**src/rtl/mc_seq_regs.sv**
```systemverilog
// rtl/mc_seq_regs.sv - multicycle MIPS sequencer state and datapath registers
module mc_seq_regs #(
  parameter logic [31:0] RESET_PC = 32'h0000_0000,
  parameter int unsigned CNT_W    = 32
) (
  input  logic             clk,
  input  logic             rst_n,
  input  logic             ns3,
  input  logic             ns2,
  input  logic             ns1,
  input  logic             ns0,
  input  logic             PCWrite,
  input  logic             PCWriteCond,
  input  logic             IorD,
  input  logic             MemRead,
  input  logic             MemWrite,
  input  logic             IRWrite,
  input  logic [1:0]       PCSource,
  input  logic             zero,
  input  logic [31:0]      alu_result,
  input  logic [31:0]      rd_a,
  input  logic [31:0]      rd_b,
  input  logic [31:0]      mem_rdata,
  input  logic             mem_ready,
  output logic             s3,
  output logic             s2,
  output logic             s1,
  output logic             s0,
  output logic             op5,
  output logic             op4,
  output logic             op3,
  output logic             op2,
  output logic             op1,
  output logic             op0,
  output logic [31:0]      ir,
  output logic [31:0]      pc,
  output logic [31:0]      mdr,
  output logic [31:0]      a_q,
  output logic [31:0]      b_q,
  output logic [31:0]      alu_out,
  output logic             mem_req,
  output logic             mem_we,
  output logic [31:0]      mem_addr,
  output logic [31:0]      mem_wdata,
  output logic             state_err,
  output logic [CNT_W-1:0] retired
);

  typedef enum logic [3:0] {
    S_FETCH   = 4'd0,
    S_DECODE  = 4'd1,
    S_MEMADDR = 4'd2,
    S_MEMREAD = 4'd3,
    S_LW_WB   = 4'd4,
    S_SW      = 4'd5,
    S_EXEC    = 4'd6,
    S_R_WB    = 4'd7,
    S_BEQ     = 4'd8,
    S_J       = 4'd9
  } state_t;

  state_t           state_q, state_d;
  logic [31:0]      pc_q, pc_d, ir_q, ir_d, mdr_q, mdr_d;
  logic [31:0]      a_d, b_d, alu_out_q, alu_out_d;
  logic             state_err_q, state_err_d;
  logic [CNT_W-1:0] retired_q, retired_d;
  logic [3:0]       ns;
  logic             stall, advance, ns_legal, pc_en;

  assign ns       = {ns3, ns2, ns1, ns0};
  assign mem_req  = MemRead | MemWrite;
  assign mem_we   = MemWrite;
  assign mem_addr = IorD ? alu_out_q : pc_q;
  assign mem_wdata = b_q;
  assign stall    = mem_req & ~mem_ready;
  assign advance  = ~stall;
  assign ns_legal = (ns <= 4'd9);
  assign pc_en    = PCWrite | (PCWriteCond & zero);

  assign {s3, s2, s1, s0}                = state_q;
  assign {op5, op4, op3, op2, op1, op0}  = ir_q[31:26];
  assign ir        = ir_q;
  assign pc        = pc_q;
  assign mdr       = mdr_q;
  assign alu_out   = alu_out_q;
  assign state_err = state_err_q;
  assign retired   = retired_q;

  // All next values are computed from pre-edge registers, so a jump sees the old pc and ir.
  always_comb begin
    state_d     = state_q;
    pc_d        = pc_q;
    ir_d        = ir_q;
    mdr_d       = mdr_q;
    a_d         = a_q;
    b_d         = b_q;
    alu_out_d   = alu_out_q;
    state_err_d = state_err_q;
    retired_d   = retired_q;
    if (advance) begin
      state_d   = ns_legal ? state_t'(ns) : S_FETCH;
      a_d       = rd_a;
      b_d       = rd_b;
      alu_out_d = alu_result;
      if (!ns_legal) state_err_d = 1'b1;
      // Only a genuine return to fetch retires an instruction, not an illegal-state recovery.
      if (ns_legal && ns == 4'd0 && state_q != S_FETCH) retired_d = retired_q + CNT_W'(1);
      if (pc_en) begin
        case (PCSource)
          2'b00:   pc_d = alu_result;
          2'b01:   pc_d = alu_out_q;
          2'b10:   pc_d = {pc_q[31:28], ir_q[25:0], 2'b00};
          default: pc_d = pc_q;
        endcase
      end
    end
    if (IRWrite & mem_ready) ir_d = mem_rdata;
    if (MemRead & mem_ready) mdr_d = mem_rdata;
  end

  always_ff @(posedge clk or negedge rst_n) begin
    if (!rst_n) begin
      state_q     <= S_FETCH;
      pc_q        <= RESET_PC;
      ir_q        <= '0;
      mdr_q       <= '0;
      a_q         <= '0;
      b_q         <= '0;
      alu_out_q   <= '0;
      state_err_q <= 1'b0;
      retired_q   <= '0;
    end else begin
      state_q     <= state_d;
      pc_q        <= pc_d;
      ir_q        <= ir_d;
      mdr_q       <= mdr_d;
      a_q         <= a_d;
      b_q         <= b_d;
      alu_out_q   <= alu_out_d;
      state_err_q <= state_err_d;
      retired_q   <= retired_d;
    end
  end

endmodule
```
**config.mk**
```make
export PLATFORM = sky130hd
export DESIGN_NAME = mc_seq_regs
export DESIGN_NICKNAME = d
export VERILOG_FILES = /design/src/rtl/mc_seq_regs.sv
export SDC_FILE = /design/constraint.sdc
export NUM_CORES = 1
export LEC_CHECK = 0
export ABC_AREA = 0
export ABC_CLOCK_PERIOD_IN_PS = 2400
export BUFFER_PORTS_ARGS = -buffer_cell sky130_fd_sc_hd__buf_2
export CORE_AREA = 3 3 170 172
export CTS_BUF_LIST = sky130_fd_sc_hd__clkbuf_8
export DETAILED_ROUTE_END_ITERATION = 10
export DIE_AREA = 0 0 173 175
export PLACE_DENSITY_LB_ADDON = 0.3
export SKIP_LAST_GASP = 1
export SYNTH_ARGS = -nofsm -noshare
export SYNTH_HDL_FRONTEND = slang
export SYNTH_SLANG_ARGS = --single-unit
export TNS_END_PERCENT = 10
```
**constraint.sdc**
```tcl
create_clock -name clk -period 2.4 [get_ports clk]
set_input_delay 0.12 -clock clk [delete_from_list [all_inputs] [get_ports clk]]
set_output_delay 0.12 -clock clk [all_outputs]
set_load 0.05 [all_outputs]
```
==> metrics.cfg, run 1 <==
[run_status]
outcome=complete, no violations

[global_route]
antenna_found_initial=2
grt_pass1_vias=9456
grt_max_degree=91
grt_pass1_wl_um=53100
grtUsageTotal_pct=21.6
grt_overflow=0

[timing]
holdWs_ps=71.2
final-setup-viol-count=0
finalClockSkew_ps=9.55
slew_violations=0
finalHoldViolations=0
worst_slew_pin_slew_ps=883
slew_headroom_pct=41.1
tns_ps=0
fin_crit_ps=1820
max_clock_freq_ghz=0.550
period_share_pct=75.7
rsz0062_at_grt=no

[critical_path]
worstSetupEndpointType=flop
path_max_fanout=5
criticalPathCategory=flop to flop
critPathRequiredTime_ps=2860
worst_ep_arrival_time_ps=2280
cp-start-kind=flop
cp_slowest_stage_delay_ps=420
crit_slowest_cell=dfrtp_1
path_cells=ha_1, and3_1, nand4_1, nor4_1, xor2_1

[route]
vias=9268
wl_met2_um=16900
vias_per_cell=4.77
wl_um=33800
dr.max_layer_used=met5
dr.pass1.iters=5
drc=0
wl_per_cell_um=17.4
ant_nets=0
drt_iter0_drc=366
wl_met1_um=13500
wl_met3_um=2520

[cells_and_area]
nets=1686
post_route_cells_drive_above_1_share_pct=41.1
area_delta_synth_final_pct=45.6

[die]
coreArea_um2=27600
fp.dieH_um=175
num_rows=61
die_w_um=173
die-area_um2=30300
start_util_pct=37.0
top_level_ports=445

[yosys]
synth-compound-area-share_pct=5.39
yosysTopAreaCell=dfrtp_1
ys_types=41
synthFlopType=dfrtp_1
synth_edf_count=0
synth_top_family_by_area=simple AND/OR/NAND/NOR gates
yosysWarnings=0
synth_area_um2=10200
synth_nets=1144
yosysMostFrequentCell=nand2_1
ys_async_sr_fraction_pct=100
synth_simple_gate_area_share_pct=18.8
ys_top_cells_by_area=dfrtp_1, nand2_1, mux2_2
yosysSeqAreaShare_pct=56.1
syn_inst=995
ys_ff_latch=229
avgSynthCellArea_um2=10.3
synth_common_cells=nand2_1, dfrtp_1, mux2_2
yosys.area.top_type_share_pct=56.1
synth-adder-area-share_pct=0.613
synth-xor-area-share_pct=2.66
synth_mux_area_share_pct=11.1

[place]
gp_congestion=0.836
portBuffers=444
detailed_place_hpwl_um=23500

[pwr]
p_per_area_nw_per_um2=875
cellLeakagePower_nw=7.82
ir_worst_vdd_mv=0.654
finalPower_mw=13.0

[cts]
cts_root_buf=clkbuf_8
cts-resized-gates=0
cts_tree=yes
clockBufferDepth=3
clock_latency_ps=540
clk_pin_slew_ps=60
htreeDepth=2
cts_made_buffers=41
clock_sinks=229

[worst_hold_path]
hold_path.class=input pin to flop

[flow_run]
maxCapViolations=0

-- power breakdown --
| group | total (mW) | internal (mW) | leakage (nW) | switching (mW) |
|---|---|---|---|---|
| registers | 4.74 | 4.32 | 2.81 | 0.417 |
| logic | 4.23 | 1.08 | 4.51 | 3.15 |
| clock network | 4.05 | 2.43 | 0.511 | 1.62 |
-- kinds of logic (layout without fill, tap and decap cells) --
| logic type | after synthesis | count (layout) |
|---|---|---|
| AO/OA/AOI/OAI | 95 | 95 |
| XOR/XNOR | 31 | 31 |
| adder cells (fa/ha/maj) | 5 | 5 |
| buffers and inverters | 102 | 673 |
| flip-flops | 229 | 229 |
| multiplexers | 101 | 101 |
| other | 0 | 1 |
| AND/OR/NAND/NOR | 432 | 432 |
-- sequential cells by signal, summed over array words and instances, names as in the netlist --
signal and flops:
a_q 32, alu_out 32, b_q 32, ir 32, mdr 32, pc 32
retired 32, state_err 1, state_q 4
-- area by class of cell --
type	count	area [µm²]
clock inverters	15	144
multi-input cells	664	3960
diodes	1	2.50
inverters	8	30.0
clock buffers	57	785
repair buffers	593	3750
fillers	2429	12800
flip-flops and latches	229	5730
well taps	378	473
-- path summary, 6_finish.rpt --
check,startpoint,endpoint,slack (ps),depth (start not counted)
setup / recovery,retired[0],retired[30],580,5
hold / removal,MemRead,alu_out[1],70,4
setup reg to reg,retired[0],retired[30],580,5
hold reg to reg,a_q[0],a_q[0],460,2
max in group asynchronous,rst_n,ir[15],1490,3
min in group asynchronous,rst_n,ir[31],110,2
-- critical path: cells and delay by family, from the launching register on --
family	cells	cell delay, ps
fa+ha+maj	1	220
xor+xnor	1	180
simple gates	3	920
flops	1	420
-- layout by cell type, fill, tap and decap left out, types with 4 or more instances in the layout --
cell and n:
mux2_2 100, nand4_1 8, buf_12 5, clkbuf_8 57, buf_4 9, and4_1 5, nor4_1 4, dfrtp_1 229
o21ai_1 4, inv_1 16, a22oi_1 26, xor2_1 23, dlygate4sd3_1 135, nand3_1 7, ha_1 4, nor2_1 5
buf_2 443, nor4_2 6, nand2_1 363, and3_1 6, nor3_1 6, o21ai_0 59, xnor2_1 8
-- through the flow --
stage	area (µm²)	setup slack, ps	cells	util [%]
after floorplan	10200	478	995	-
after global placement	12600	562	1737	45.6
after detailed placement	12600	477	1737	45.6
after CTS	14900	606	1944	53.8
after global routing	14900	424	1944	53.8
final	14900	582	1945	53.8
-- layer usage --
layer,GRT usage (%),up-vias
met2,38.4,371
met5,0,-
met3,5.89,62
met4,5.91,4
li1,-,4343
met1,25.9,4488
-- timing repair --
| item | CTS | global route |
|---|---|---|
| endpoints found under the hold margin | 365 | 0 |
| setup buffers | 0 | 0 |
| hold buffers | 135 | 0 |
No activity file was read; power rests on OpenSTA's default activity.
==> run 2, diff against run 1 <==
--- a/config.mk
+++ b/config.mk
@@ -6,12 +6,12 @@
 export NUM_CORES = 1
 export LEC_CHECK = 0
 export ABC_AREA = 0
-export ABC_CLOCK_PERIOD_IN_PS = 2400
+export ABC_CLOCK_PERIOD_IN_PS = 1500
 export BUFFER_PORTS_ARGS = -buffer_cell sky130_fd_sc_hd__buf_2
-export CORE_AREA = 3 3 170 172
+export CORE_AREA = 3 3 174 176
 export CTS_BUF_LIST = sky130_fd_sc_hd__clkbuf_8
 export DETAILED_ROUTE_END_ITERATION = 10
-export DIE_AREA = 0 0 173 175
+export DIE_AREA = 0 0 177 179
 export PLACE_DENSITY_LB_ADDON = 0.3
 export SKIP_LAST_GASP = 1
 export SYNTH_ARGS = -nofsm -noshare
==> constraint.sdc (replaced) <==
create_clock -name clk -period 1.5 [get_ports clk]
set_input_delay 0.075 -clock clk [delete_from_list [all_inputs] [get_ports clk]]
set_output_delay 0.075 -clock clk [all_outputs]
set_load 0.05 [all_outputs]
==> run 2 against run 1 <==
The flow now finishes with violations (setup timing). Maximum frequency grew 15%. Clock power rose by 49%. Via count is 3.4% higher. Largest cell class unchanged.
==> metrics.cfg, run 2 (same netlist as run 1, synthesis figures left out) <==
[critical_path]
worst_ep_arrival_time_ps=1970  ; -310 ps
ff2ff_path_depth=5  ; unchanged
criticalPathCategory=flop to flop
worst_r2r_endpoint=retired[20]
reg2reg_from=state_q[1]
critPathRequiredTime_ps=1890  ; -970 ps
cp-start-kind=flop
r2r_slack_ps=-90  ; -670 ps
worstSetupEndpointType=flop
path_max_fanout=8  ; +3
startpoint=state_q[1]
crit_path_end=retired[20]

[place]
detailed_place_hpwl_um=24600  ; +4.8%
post_dp_cell_area_um2=13200  ; +5.0%
gp_congestion=0.902  ; +7.8%
portBuffers=444  ; unchanged
dp.cells=1805  ; +3.9%

[cts]
htreeDepth=2  ; unchanged
cts_made_buffers=41  ; unchanged
clock_sinks=229  ; unchanged
clk_pin_slew_ps=60  ; about the same
cts_tree=yes
clock_latency_ps=530  ; about the same
clockBufferDepth=3  ; unchanged
cts_root_buf=clkbuf_8

[die]
num_rows=62  ; +1.6%
die-area_um2=31700  ; +4.7%
fp.dieH_um=179  ; +2.3%
start_util_pct=35.5  ; -1.5 points
coreArea_um2=28800  ; +4.2%
die_w_um=177  ; +2.3%
top_level_ports=445  ; unchanged

[route]
vias=9579  ; +3.4%
dr.pass1.iters=5  ; unchanged
drc=0  ; unchanged
ant_nets=0  ; unchanged
drt_iter0_drc=461  ; +26%
vias_per_cell=4.76  ; -0.14%
wl_um=35400  ; +4.8%
wl_per_cell_um=17.6  ; +1.3%

[timing]
holdWs_ps=40.9  ; -30.3 ps
max_clock_freq_ghz=0.630  ; +15%
final-setup-viol-count=41  ; +41
tns_ps=-1240  ; -1240 ps
fin_ws_ps=-87.0  ; -669 ps
period_share_pct=106  ; +30 points
worst_slew_pin_slew_ps=412  ; -471 ps
finalHoldViolations=0  ; unchanged
rsz0062_at_grt=yes
slew_violations=0  ; unchanged
fin_crit_ps=1590  ; -231 ps
slew_headroom_pct=72.6  ; +31 points
finalClockSkew_ps=20.8  ; +11.2 ps

[cells_and_area]
post_route_cells_drive_above_1_share_pct=45.5  ; +4.4 points
antenna_cells=0  ; -1
area_delta_synth_final_pct=52.1
fin_cells=2013  ; +3.5%
fin_area_um2=15500  ; +4.5%
nets=1749  ; +3.7%
layout_common_cells=buf_2, nand2_1, dfrtp_1, dlygate4sd3_1, mux2_2
final_common_cell=buf_2

[pwr]
p_per_area_nw_per_um2=1330  ; +52%
cellLeakagePower_nw=8.18  ; +4.6%
finalPower_mw=20.6  ; +59%
ir_worst_vdd_mv=1.04  ; +58%

[run_status]
violations=setup timing
outcome=complete, but fails checks

[global_route]
grt_pass1_vias=9623  ; +1.8%
grt_overflow=0  ; unchanged
grt_pass1_wl_um=53300  ; +0.35%
antenna_found_initial=3  ; +1
grt_max_degree=66  ; -27%
grtUsageTotal_pct=21.3  ; -0.30 points

[flow_run]
maxCapViolations=0  ; unchanged

[worst_hold_path]
hold_path.class=input pin to async pin

[run 2: area by class of cell]
| cell class | count | area, µm² |
|---|---|---|
| Clock buffer | 56 | 771 |
| Tap cell | 384 | 480 |
| Multi-Input combinational cell | 664 | 4030 |
| Timing Repair Buffer | 656 | 4370 |
| Fill cell | 2542 | 13200 |
| Clock inverter | 16 | 95.1 |
| Inverter | 8 | 30.0 |
| Sequential cell | 229 | 5760 |
[run 2: worst min-delay path by stage]
| stage | end | slack, ps | cells after the start |
|---|---|---|---|
| finish | mdr[0] | 40 | 2 |
| global route | state_q[3] | 40 | 5 |
| CTS | state_q[3] | 7 | 5 |
| detailed placement | mdr[0] | 20 | 1 |
| global placement | mdr[0] | 7 | 1 |
| floorplan | a_q[0] | -220 | 0 |
[run 2: report_power, final]
part	total (mW)	internal [mW]	switching [mW]
logic	7.03	1.89	5.14
clock network	6.04	3.48	2.57
registers	7.56	6.92	0.637
total	20.6	12.3	8.34
[run 2: what timing repair did]
item,4_1_cts,5_1_grt
hold buffers,131,0
endpoints found under the setup margin,55,60
resized for setup,18,7
buffers inserted,4,1
pin swaps,1,3
hold endpoints to repair,424,0
[run 2: routing by layer]
metal / part of all wire, % / global-route usage [%] / wire, µm / vias up
li1: - / - / - / 4478
met1: 39 / 25.6 / 13800 / 4610
met2: 50 / 37.7 / 17800 / 424
met3: 8.2 / 5.57 / 2890 / 61
met4: 2.3 / 6.25 / 813 / 6
met5: 0.099 / 0 / 35 / -
[run 2: worst max-delay path: stages, from the launching register on]
cell	delay, ps
dfrtp_2	400
or4_4	550
nand4_4	160
buf_12	150
nor3b_2	50
xor2_1	140
[run 2: stage by stage]
stage | util [%] | worst slack [ps]
after global placement | 46.0 | -71.9
after CTS | 53.8 | -78.2
final | 54.0 | -87.0
after detailed placement | 46.0 | -89.0
after global routing | 54.0 | -121
after floorplan | - | -246
